[src/rtl/ram_dp_be.sv]
// ram_dp_be: simple dual-port synchronous RAM with per-byte write enables.
//   One write port (we/waddr/wdata/wbe) and one independent read port
//   (re/raddr -> rdata/rvalid, latency 1, write-first on address collision).
//   A clear sequencer zeroes every entry after reset and on a clear pulse;
//   busy is high while it runs and the ports are ignored.
// Ports:
//   clk, rst_n            clock, asynchronous active-low reset
//   clear                 single-cycle request to zero all entries
//   we, waddr, wdata, wbe write port; wbe[i] covers wdata[8i+7:8i]
//   re, raddr             read request
//   rdata, rvalid         registered read data and one-cycle valid strobe
//   busy                  clear sequence in progress
// Optional feature (macro RAM_PARITY_EN): one even-parity bit per byte lane,
//   input par_flip inverts the stored parity of written lanes, output perr
//   flags a parity mismatch alongside rvalid.
module ram_dp_be #(
  parameter int unsigned DATA_WIDTH = 16,
  parameter int unsigned ADDR_WIDTH = 4,
  parameter int unsigned BE_WIDTH   = DATA_WIDTH / 8
) (
  input  logic                  clk,
  input  logic                  rst_n,
  input  logic                  clear,
  input  logic                  we,
  input  logic [ADDR_WIDTH-1:0] waddr,
  input  logic [DATA_WIDTH-1:0] wdata,
  input  logic [BE_WIDTH-1:0]   wbe,
  input  logic                  re,
  input  logic [ADDR_WIDTH-1:0] raddr,
`ifdef RAM_PARITY_EN
  input  logic                  par_flip,
  output logic                  perr,
`endif
  output logic [DATA_WIDTH-1:0] rdata,
  output logic                  rvalid,
  output logic                  busy
);

  localparam int unsigned DEPTH = 1 << ADDR_WIDTH;
  localparam logic [ADDR_WIDTH-1:0] LAST_ADDR = ADDR_WIDTH'(DEPTH - 1);

  typedef enum logic {
    CLEAR = 1'b0,
    IDLE  = 1'b1
  } state_t;

  state_t                state_q, state_d;
  logic [ADDR_WIDTH-1:0] clr_addr_q, clr_addr_d;
  logic                  wr_fire, rd_fire, clr_fire;
  logic                  hit;
  logic [DATA_WIDTH-1:0] rd_word;

  logic [DATA_WIDTH-1:0] mem [DEPTH];
`ifdef RAM_PARITY_EN
  logic [BE_WIDTH-1:0]   mem_par [DEPTH];
  logic                  rd_perr;
`endif

  // Next state, clear address and port qualification; clear beats we/re
  always_comb begin
    state_d    = state_q;
    clr_addr_d = clr_addr_q;
    clr_fire   = 1'b0;
    wr_fire    = 1'b0;
    rd_fire    = 1'b0;
    case (state_q)
      CLEAR: begin
        clr_fire   = 1'b1;
        clr_addr_d = ADDR_WIDTH'(clr_addr_q + 1'b1);
        if (clr_addr_q == LAST_ADDR) state_d = IDLE;
      end
      IDLE: begin
        if (clear) begin
          state_d    = CLEAR;
          clr_addr_d = '0;
        end else begin
          wr_fire = we;
          rd_fire = re;
        end
      end
      default: state_d = CLEAR;
    endcase
  end

  // Write-first merge: lanes being written this cycle bypass the array
  always_comb begin
    hit     = wr_fire && (waddr == raddr);
    rd_word = mem[raddr];
`ifdef RAM_PARITY_EN
    rd_perr = 1'b0;
`endif
    for (int i = 0; i < int'(BE_WIDTH); i++) begin
      if (hit && wbe[i]) begin
        rd_word[8*i +: 8] = wdata[8*i +: 8];
      end
`ifdef RAM_PARITY_EN
      else if ((^mem[raddr][8*i +: 8]) != mem_par[raddr][i]) begin
        rd_perr = 1'b1;
      end
`endif
    end
  end

  // State and registered outputs
  always_ff @(posedge clk or negedge rst_n) begin
    if (!rst_n) begin
      state_q    <= CLEAR;
      clr_addr_q <= '0;
      busy       <= 1'b1;
      rvalid     <= 1'b0;
      rdata      <= '0;
`ifdef RAM_PARITY_EN
      perr       <= 1'b0;
`endif
    end else begin
      state_q    <= state_d;
      clr_addr_q <= clr_addr_d;
      busy       <= (state_d == CLEAR);
      rvalid     <= rd_fire;
      if (rd_fire) rdata <= rd_word;
`ifdef RAM_PARITY_EN
      perr       <= rd_fire && rd_perr;
`endif
    end
  end

  // Storage array; no reset, zeroed by the clear sequencer instead
  always_ff @(posedge clk) begin
    if (clr_fire) begin
      mem[clr_addr_q] <= '0;
`ifdef RAM_PARITY_EN
      mem_par[clr_addr_q] <= '0;
`endif
    end else if (wr_fire) begin
      for (int i = 0; i < int'(BE_WIDTH); i++) begin
        if (wbe[i]) begin
          mem[waddr][8*i +: 8] <= wdata[8*i +: 8];
`ifdef RAM_PARITY_EN
          mem_par[waddr][i] <= (^wdata[8*i +: 8]) ^ par_flip;
`endif
        end
      end
    end
  end

endmodule

[config.mk]
export PLATFORM = sky130hd
export DESIGN_NAME = ram_dp_be
export DESIGN_NICKNAME = d
export VERILOG_FILES = /design/src/rtl/ram_dp_be.sv
export SDC_FILE = /design/constraint.sdc
export NUM_CORES = 1
export LEC_CHECK = 0
export ABC_AREA = 1
export CAP_MARGIN = 20
export CORE_MARGIN = 4
export CORE_UTILIZATION = 29
export CTS_CLUSTER_DIAMETER = 120
export DETAILED_ROUTE_END_ITERATION = 12
export PLACE_DENSITY = 0.42
export SYNTH_ARGS = -nofsm -noshare
export SYNTH_HDL_FRONTEND = slang
export SYNTH_SLANG_ARGS = --single-unit
export TNS_END_PERCENT = 20
[constraint.sdc]
create_clock -name clk -period 2.23 [get_ports clk]
set_input_delay 0.446 -clock clk [delete_from_list [all_inputs] [get_ports clk]]
set_output_delay 0.446 -clock clk [all_outputs]
set_load 0.02 [all_outputs]
* Word level (Yosys, flattened, before mapping) *
Memories as Yosys holds them, arrays and structs flattened. A register that Yosys moved wholly into a read port is not among the register bits.
Cells that the tools add are included.
Widths: inputs -> output; s select.

cells by class
  multiplexer cells = 21
  eq/ne operators = 2
  reductions and logical operators = 2
  add/subtract/negate cells = 1
  bitwise logic cells = 2

operator list
  operator             count
  $mux 16              1
  $reduce_or 16->1     1
  $mux 1               15
  $mux 4               2
  $pmux 4 s2           1
  $add 4x1->4 const B  1
  $eq 4x4->1 const B   1
  $mux 2               1
  $ne 2x2->1 const B   1
  $not 1->1            2
  $pmux 1 s2           1
  $logic_not 1->1      1

word-level totals
  bits in writable memories = 256
  input port bits = 31
  memories kept = 1
  logic and storage cells = 33
  flip-flop bits (word level) = 7

memories
  name  words  width  rd ports  clocked after memory_dff  wr ports  RTL line  text
  mem   16     16     1         1                         1         53        logic [DATA_WIDTH-1:0] mem [DEPTH];

* Logic depth before layout (Yosys ltp) *
Gate-level depths: netlist of run 1.

  word-level depth = 7
  gate-level depth with buffers = 12

* Worst setup path before layout of run 1 *
No wires, ideal clock.

  path kind = in2reg
  start point = input port clear
  end point = memory mem[14][0], enable pin
  data arrival time = 1.743 ns
  data required time = 1.860 ns
  path slack = 0.117 ns
  path buffers = 1
  cell stages on the path = 10
  path through = inv_2 nand4_4 nand2_4 buf_8 nand2_2 nand2_1 inv_2 nor2_1 nand2_1 nor2_1

on the way
  cells in the longest elaborated chain, start to end = 7
  elaborated cells on any way between the ends = 11
  those cells by class = mux (10); reduce/logical (1)

ends and longest elaborated chain
  what                                        RTL line  text
  start, declared                             23        input logic clear,
  $mux 1 *                                    73        if (clear) begin
  $mux 1 *                                    66        case (state_q)
  $mux 1                                      134       end else if (wr_fire) begin
  $mux 1                                      129       if (clr_fire) begin
  $mux 1 (not written as such)                137       mem[waddr][8*i +: 8] <= wdata[8*i +: 8];
  $reduce_or 16->1 (no line)                  --
  $mux 4 (no line) or $mux 2 (tied branches)  --
  end, declared                               53

Every way passes the cells marked *; elsewhere a longest branch is shown, timed or not.

* Worst setup path after layout of run 1 *
  start point = register busy
  end point = output port busy

RTL lines
  what                    RTL line  text
  start, declared         36        output logic busy
  start signal, assigned  118       busy <= (state_d == CLEAR);

No word-level cell between the ends.

==> results of run 1 <==
path summary, 6_finish.rpt:
path | end | from | slack [ps] | cells past startpoint
max | busy | busy | 130 | 1
min | rdata[1] | rst_n | 250 | 2
max reg2reg | mem[10][11] | state_q | 200 | 10
min reg2reg | rdata[13] | rdata[13] | 490 | 2
max in group asynchronous | busy | rst_n | 1670 | 2
min in group clk | rdata[13] | rdata[13] | 490 | 2
cell usage after synthesis:
cell type / n / share of area
nand4_1: 17 / 0.0091
nor2_8: 1 / 0.0017
nor2_4: 1 / 0.00096
dfstp_2: 1 / 0.0023
buf_8: 1 / 0.0013
nand3_2: 3 / 0.0026
nand2_1: 180 / 0.058
clkinv_1: 1 / 0.00032
buf_2: 15 / 0.0064
dfrtp_1: 22 / 0.047
nand3_1: 57 / 0.024
ha_1: 1 / 0.0011
nand2_4: 2 / 0.0019
nor2_1: 169 / 0.054
o22ai_1: 64 / 0.034
nand2_2: 7 / 0.0037
a21oi_1: 1 / 0.00043
clkbuf_1: 38 / 0.012
nand4_4: 2 / 0.0036
buf_6: 3 / 0.0029
inv_1: 34 / 0.011
buf_1: 4 / 0.0013
edfxtp_1: 256 / 0.66
nand3_4: 2 / 0.0030
inv_2: 4 / 0.0013
o21ai_0: 131 / 0.056
o31ai_1: 1 / 0.00064
power groups by stage:
stage	logic [W]	clock network, W	registers, W
detailed placement	0.00398	0	0.00734
global route	0.00433	0.00520	0.00733
finish	0.00394	0.00486	0.00723
CTS	0.00399	0.00499	0.00724
floorplan	0.00196	0	0.00742
global placement	0.00399	0	0.00733
metrics by stage:
step	total power, W	setup WS, ps	util	instance area (sq um)	setup TNS (ps)
6_report	0.0160	128	0.366	14500	0
2_1_floorplan	0.00938	117	-	11700	0
3_5_place_dp	0.0113	-361	0.342	13600	-81230
4_1_cts	0.0162	81.3	0.366	14500	0
5_1_grt	0.0169	53.0	0.366	14500	0
3_3_place_gp	0.0113	-382	0.342	13600	-78390
layout make-up:
| class | count | area [sq um] | share of cell area |
|---|---|---|---|
| multi-input combinational | 639 | 2990 | 0.205 |
| timing repair buffer | 141 | 1530 | 0.105 |
| sequential | 279 | 8270 | 0.568 |
| inverter | 39 | 148 | 0.0102 |
| tap | 525 | 657 | 0.0452 |
| clock inverter | 17 | 159 | 0.0109 |
| clock buffer | 36 | 795 | 0.0546 |
cell families (layout without fill, tap and decap cells):
| group | count (synthesis) | in the layout |
|---|---|---|
| buf+inv | 100 | 233 |
| fa+ha+maj | 1 | 1 |
| flops | 279 | 279 |
| simple gates | 441 | 441 |
| compound gates | 197 | 197 |
flip-flops by register name, indices dropped and copies added, names as in the netlist:
name	flops
state_q	1
rvalid	1
mem	256
rdata	16
clr_addr_q	4
busy	1
placed cells by master (no fill, tap or decap), types with 2 or more instances in the layout:
master and n:
buf_4 65, inv_2 4, o22ai_1 64, clkdlybuf4s50_1 46
nand2_1 180, nand4_1 17, nand2_4 2, clkinv_1 7
clkinv_2 7, nand3_4 2, clkbuf_1 5, edfxtp_1 256
bufinv_16 3, dfrtp_1 21, nand4_4 2, nand3_1 57
o21ai_0 131, nor2_1 169, clkbuf_16 31, nand3_2 3
nand2_2 7, inv_1 33, buf_12 29
layer usage:
layer	GRT usage	vias to the layer above	wire length [um]
li1	-	3839	-
met1	0.212	4033	15700
met2	0.247	159	15700
met3	0.0197	48	1110
met4	0.0392	0	853
met5	0	-	0
==> flow_summary.yaml, run 1 <==
grt:
  grt_pass1_vias: 8428
  grt_use_total: 0.150
  antenna_found_initial: 0
  grt_start_max_net_pins: 66
  grt_overflow_total: 0
  grt_pass1_wl_um: 51300
logic_synthesis:
  syn-cell-area_sq_um: 11700
  synth_fa_ha_area_frac: 0.00107
  synth_xor_area_frac: 0
  synth_seq_area_share: 0.708
  ys_types: 27
  yosys.area_share.simple: 0.163
  syn-instance-count: 1018
  syn_area_per_cell_sq_um: 11.5
  synth_compound_area_frac: 0.0915
  synth_mux_area_frac: 0
  synth_top_family_by_area: "simple AND/OR/NAND/NOR gates"
  ys_seq_elements: 279
  synth_warnings: 0
  synth_fp_nets: 1050
detailed_routing:
  final_antenna_net_count: 0
  drt-vias-per-instance: 4.82
  drtIter0Drc: 631
  drcViolationCount: 0
  post_drt_wl_per_cell_um: 19.9
  drt_wl_total_um: 33300
  drt_pass1_iterations: 5
  dr_total_vias: 8079
finish:
  antennaDiodeCount: 0
  area_growth_pct: 24.5
  layout.nets: 1162
  instances_no_fill: 1676
  fill_cells: 3948
  layout-drive-gt1-share: 0.141
setup_path:
  required_ps: 1780
  critical_path_buf_inv_count: 1
  arrival_ps: 1660
  path_max_fanout: 1
  crit_family: "buffers and inverters"
  crit_type: "reg -> out"
  crit_path_end_kind: "output pin"
  cp_slowest_cell: "clkdlybuf4s50_1"
  start_kind: "flop"
  max_stage_delay_ps: 600
  worstPathCellList: "clkdlybuf4s50_1"
floorplanning:
  die_area_sq_um: 43600
  core_area_sq_um: 39700
  num_io_pins: 49
  core.rowCount: 73
  initial_utilization: 0.294
  die_w_um: 209
  die_h_um: 209
place:
  gp_congestion: 0.817
  dp.final_hpwl_um: 22300
  numPortBuffers: 48
  dp_cells: 1623
pwr:
  sw_frac_of_total: 0.298
  max-vdd-ir-drop_mv: 0.587
  sequentialPowerShare: 0.451
  p_int_w: 0.0113
  leakage_nw: 5.48
  clkPwrFrac: 0.303
  powerDensity_nw_per_um2: 1100
  switching_power_w: 0.00477
  p_comb_frac: 0.246
cts:
  cts.repair.resized: 0
  postCtsHoldBufs: 0
  cts.sinks: 279
  cts_setup_buffers: 0
  clk_latency_ps: 550
  cts_tree: "built"
  path_clk_slew_ps: 60
  max-clock-path-buffers: 3
  cts_root_buffer: "clkbuf_16"
  htree_levels: 1
  cts_made_buffers: 30
timing:
  timing.final.crit_share: 0.943
  relSlewSlack: 0.776
  hold_viol_final: 0
  clock_skew_ps: 17.8
  post-route-min-period_ps: 2100
  slew_viol_final: 0
  rsz0062_at_grt: "no"
  max_freq_mhz: 476
  hold_ws_ps: 248
  worst_pin_slew_ps: 337
  finalSetupViolations: 0
run_status:
  status: "completed"
hold_path:
  min_path_type: "in -> async"
job:
  cap_violations: 0
Power figures use the tool's default switching activity.
==> inputs of run 2 (changes only) <==
Settings changed: CORE_MARGIN 4 to 1, TNS_END_PERCENT 20 to not set.
==> flow_summary.yaml, run 2 (synthesized netlist as in run 1, its figures left out) <==
pwr:
  p_comb_frac: 0.247
  leakage_nw: 5.49
  max-vdd-ir-drop_mv: 0.586
  sw_frac_of_total: 0.302
  powerDensity_nw_per_um2: 1100
  clkPwrFrac: 0.304
  sequentialPowerShare: 0.449
  switching_power_w: 0.00486
  p_int_w: 0.0112
cts:
  cts_root_buffer: "clkbuf_16"
  clk_latency_ps: 550
  cts_made_buffers: 29
  cts_tree: "built"
  max-clock-path-buffers: 3
  cts.sinks: 279
  htree_levels: 1
  path_clk_slew_ps: 60
timing:
  relSlewSlack: 0.732
  tns_ps: 0
  timing.final.crit_share: 0.965
  rsz0062_at_grt: "no"
  post-route-min-period_ps: 2150
  worst_slack_ps: 78.9
  clock_skew_ps: 8.69
  max_freq_mhz: 465
  slew_viol_final: 0
  hold_viol_final: 0
  finalSetupViolations: 0
  worst_pin_slew_ps: 402
setup_path:
  ff2ff_setup_slack_ps: 200
  cp_slowest_cell: "clkdlybuf4s50_1"
  critical_path_buf_inv_count: 1
  crit_family: "buffers and inverters"
  reg2reg_depth: 10
  arrival_ps: 1710
  required_ps: 1780
  crit_path_end_kind: "output pin"
  crit_type: "reg -> out"
  r2r_end: "mem[0][1]"
  max_stage_delay_ps: 630
  worstPathCellList: "clkdlybuf4s50_1"
  path_max_fanout: 1
  start_kind: "flop"
  r2r_start: "state_q"
detailed_routing:
  final_antenna_net_count: 0
  drtIter0Drc: 636
  drt_wl_total_um: 33200
  post_drt_wl_per_cell_um: 19.8
  drt-vias-per-instance: 4.79
  dr_total_vias: 8033
  drcViolationCount: 0
  drt_pass1_iterations: 5
floorplanning:
  core_area_sq_um: 39700
  die_h_um: 203
  die_w_um: 203
  core.rowCount: 73
  num_io_pins: 49
  die_area_sq_um: 41100
  initial_utilization: 0.294
finish:
  regMostFlops: "mem"
  layout.core_utilization: 0.367
  area_growth_pct: 24.8
  layout-drive-gt1-share: 0.147
  final_common_cell: "edfxtp_1"
  reg.largest.list: "mem x256, rdata x16, clr_addr_q x4"
  multi_input_area_sq_um: 2990
  antennaDiodeCount: 0
  largest_reg_flops: 256
  fill_cells: 3951
  instances_no_fill: 1678
  seqCellArea_sq_um: 8270
  layout.nets: 1163
  final_cell_mix: "256 x edfxtp_1, 180 x nand2_1, 169 x nor2_1"
  design_area_sq_um: 14600
place:
  dp_cells: 1625
  placed_area_sq_um: 13600
  gp_congestion: 0.805
  place_ws_ps: -380
  numPortBuffers: 48
  dp.final_hpwl_um: 22700
job:
  cap_violations: 0
grt:
  grt_pass1_wl_um: 50700
  antenna_found_initial: 0
  grt_start_max_net_pins: 43
  grt_use_total: 0.164
  grt_pass1_vias: 8161
  grt_overflow_total: 0
hold_path:
  min_path_type: "in -> async"
run_status:
  status: "completed"
==> run 2: cell types whose count changed in the layout (fill, tap and decap cells not counted), sizes merged <==
cell and change:
clkinv +2, inv +1, clkinvlp +3, clkbuf -7
bufinv +1, buf +2
==> run 2: power by group through the flow <==
stage | Combinational [W] | Clock [W] | Sequential [W]
6_report | 0.00397 | 0.00490 | 0.00723
4_1_cts | 0.00401 | 0.00502 | 0.00723
2_1_floorplan | 0.00196 | 0 | 0.00742
5_1_grt | 0.00434 | 0.00521 | 0.00732
3_5_place_dp | 0.00400 | 0 | 0.00733
3_3_place_gp | 0.00402 | 0 | 0.00733
==> run 2: routing by layer <==
layer | vias up | GRT usage | share of wire
li1 | 3851 | - | -
met1 | 3986 | 0.225 | 0.46
met2 | 140 | 0.269 | 0.48
met3 | 56 | 0.0222 | 0.032
met4 | 0 | 0.0502 | 0.029
met5 | - | 0 | 0
==> run 2: worst max-delay path by stage <==
stage / cells past startpoint / to / slack, ps / start
6_report: 1 / busy / 80 / busy
5_1_grt: 1 / busy / 40 / busy
4_1_cts: 1 / busy / 60 / busy
3_5_place_dp: 11 / mem[0][5] / -380 / we
3_3_place_gp: 11 / mem[5][15] / -360 / we
2_1_floorplan: 10 / mem[14][0] / 120 / clear
==> run 2: area by class of cell <==
| type | instances | share of cell area |
|---|---|---|
| sequential | 279 | 0.567 |
| multi-input combinational | 639 | 0.205 |
| tap | 525 | 0.0451 |
| clock inverter | 24 | 0.0158 |
| timing repair buffer | 143 | 0.107 |
| clock buffer | 29 | 0.0498 |
| inverter | 39 | 0.0102 |
==> run 2: stage by stage <==
stage          hold slack, ps  total power, W
6_report                  255          0.0161
4_1_cts                   242          0.0163
2_1_floorplan             150         0.00938
3_3_place_gp              472          0.0114
5_1_grt                   286          0.0169
3_5_place_dp              469          0.0113
==> run 2: what timing repair did <==
action | in CTS | in global routing
gates resized for setup | 0 | 1
hold buffers | 0 | 0
endpoints found under the setup margin | 0 | 16
setup buffers | 0 | 0
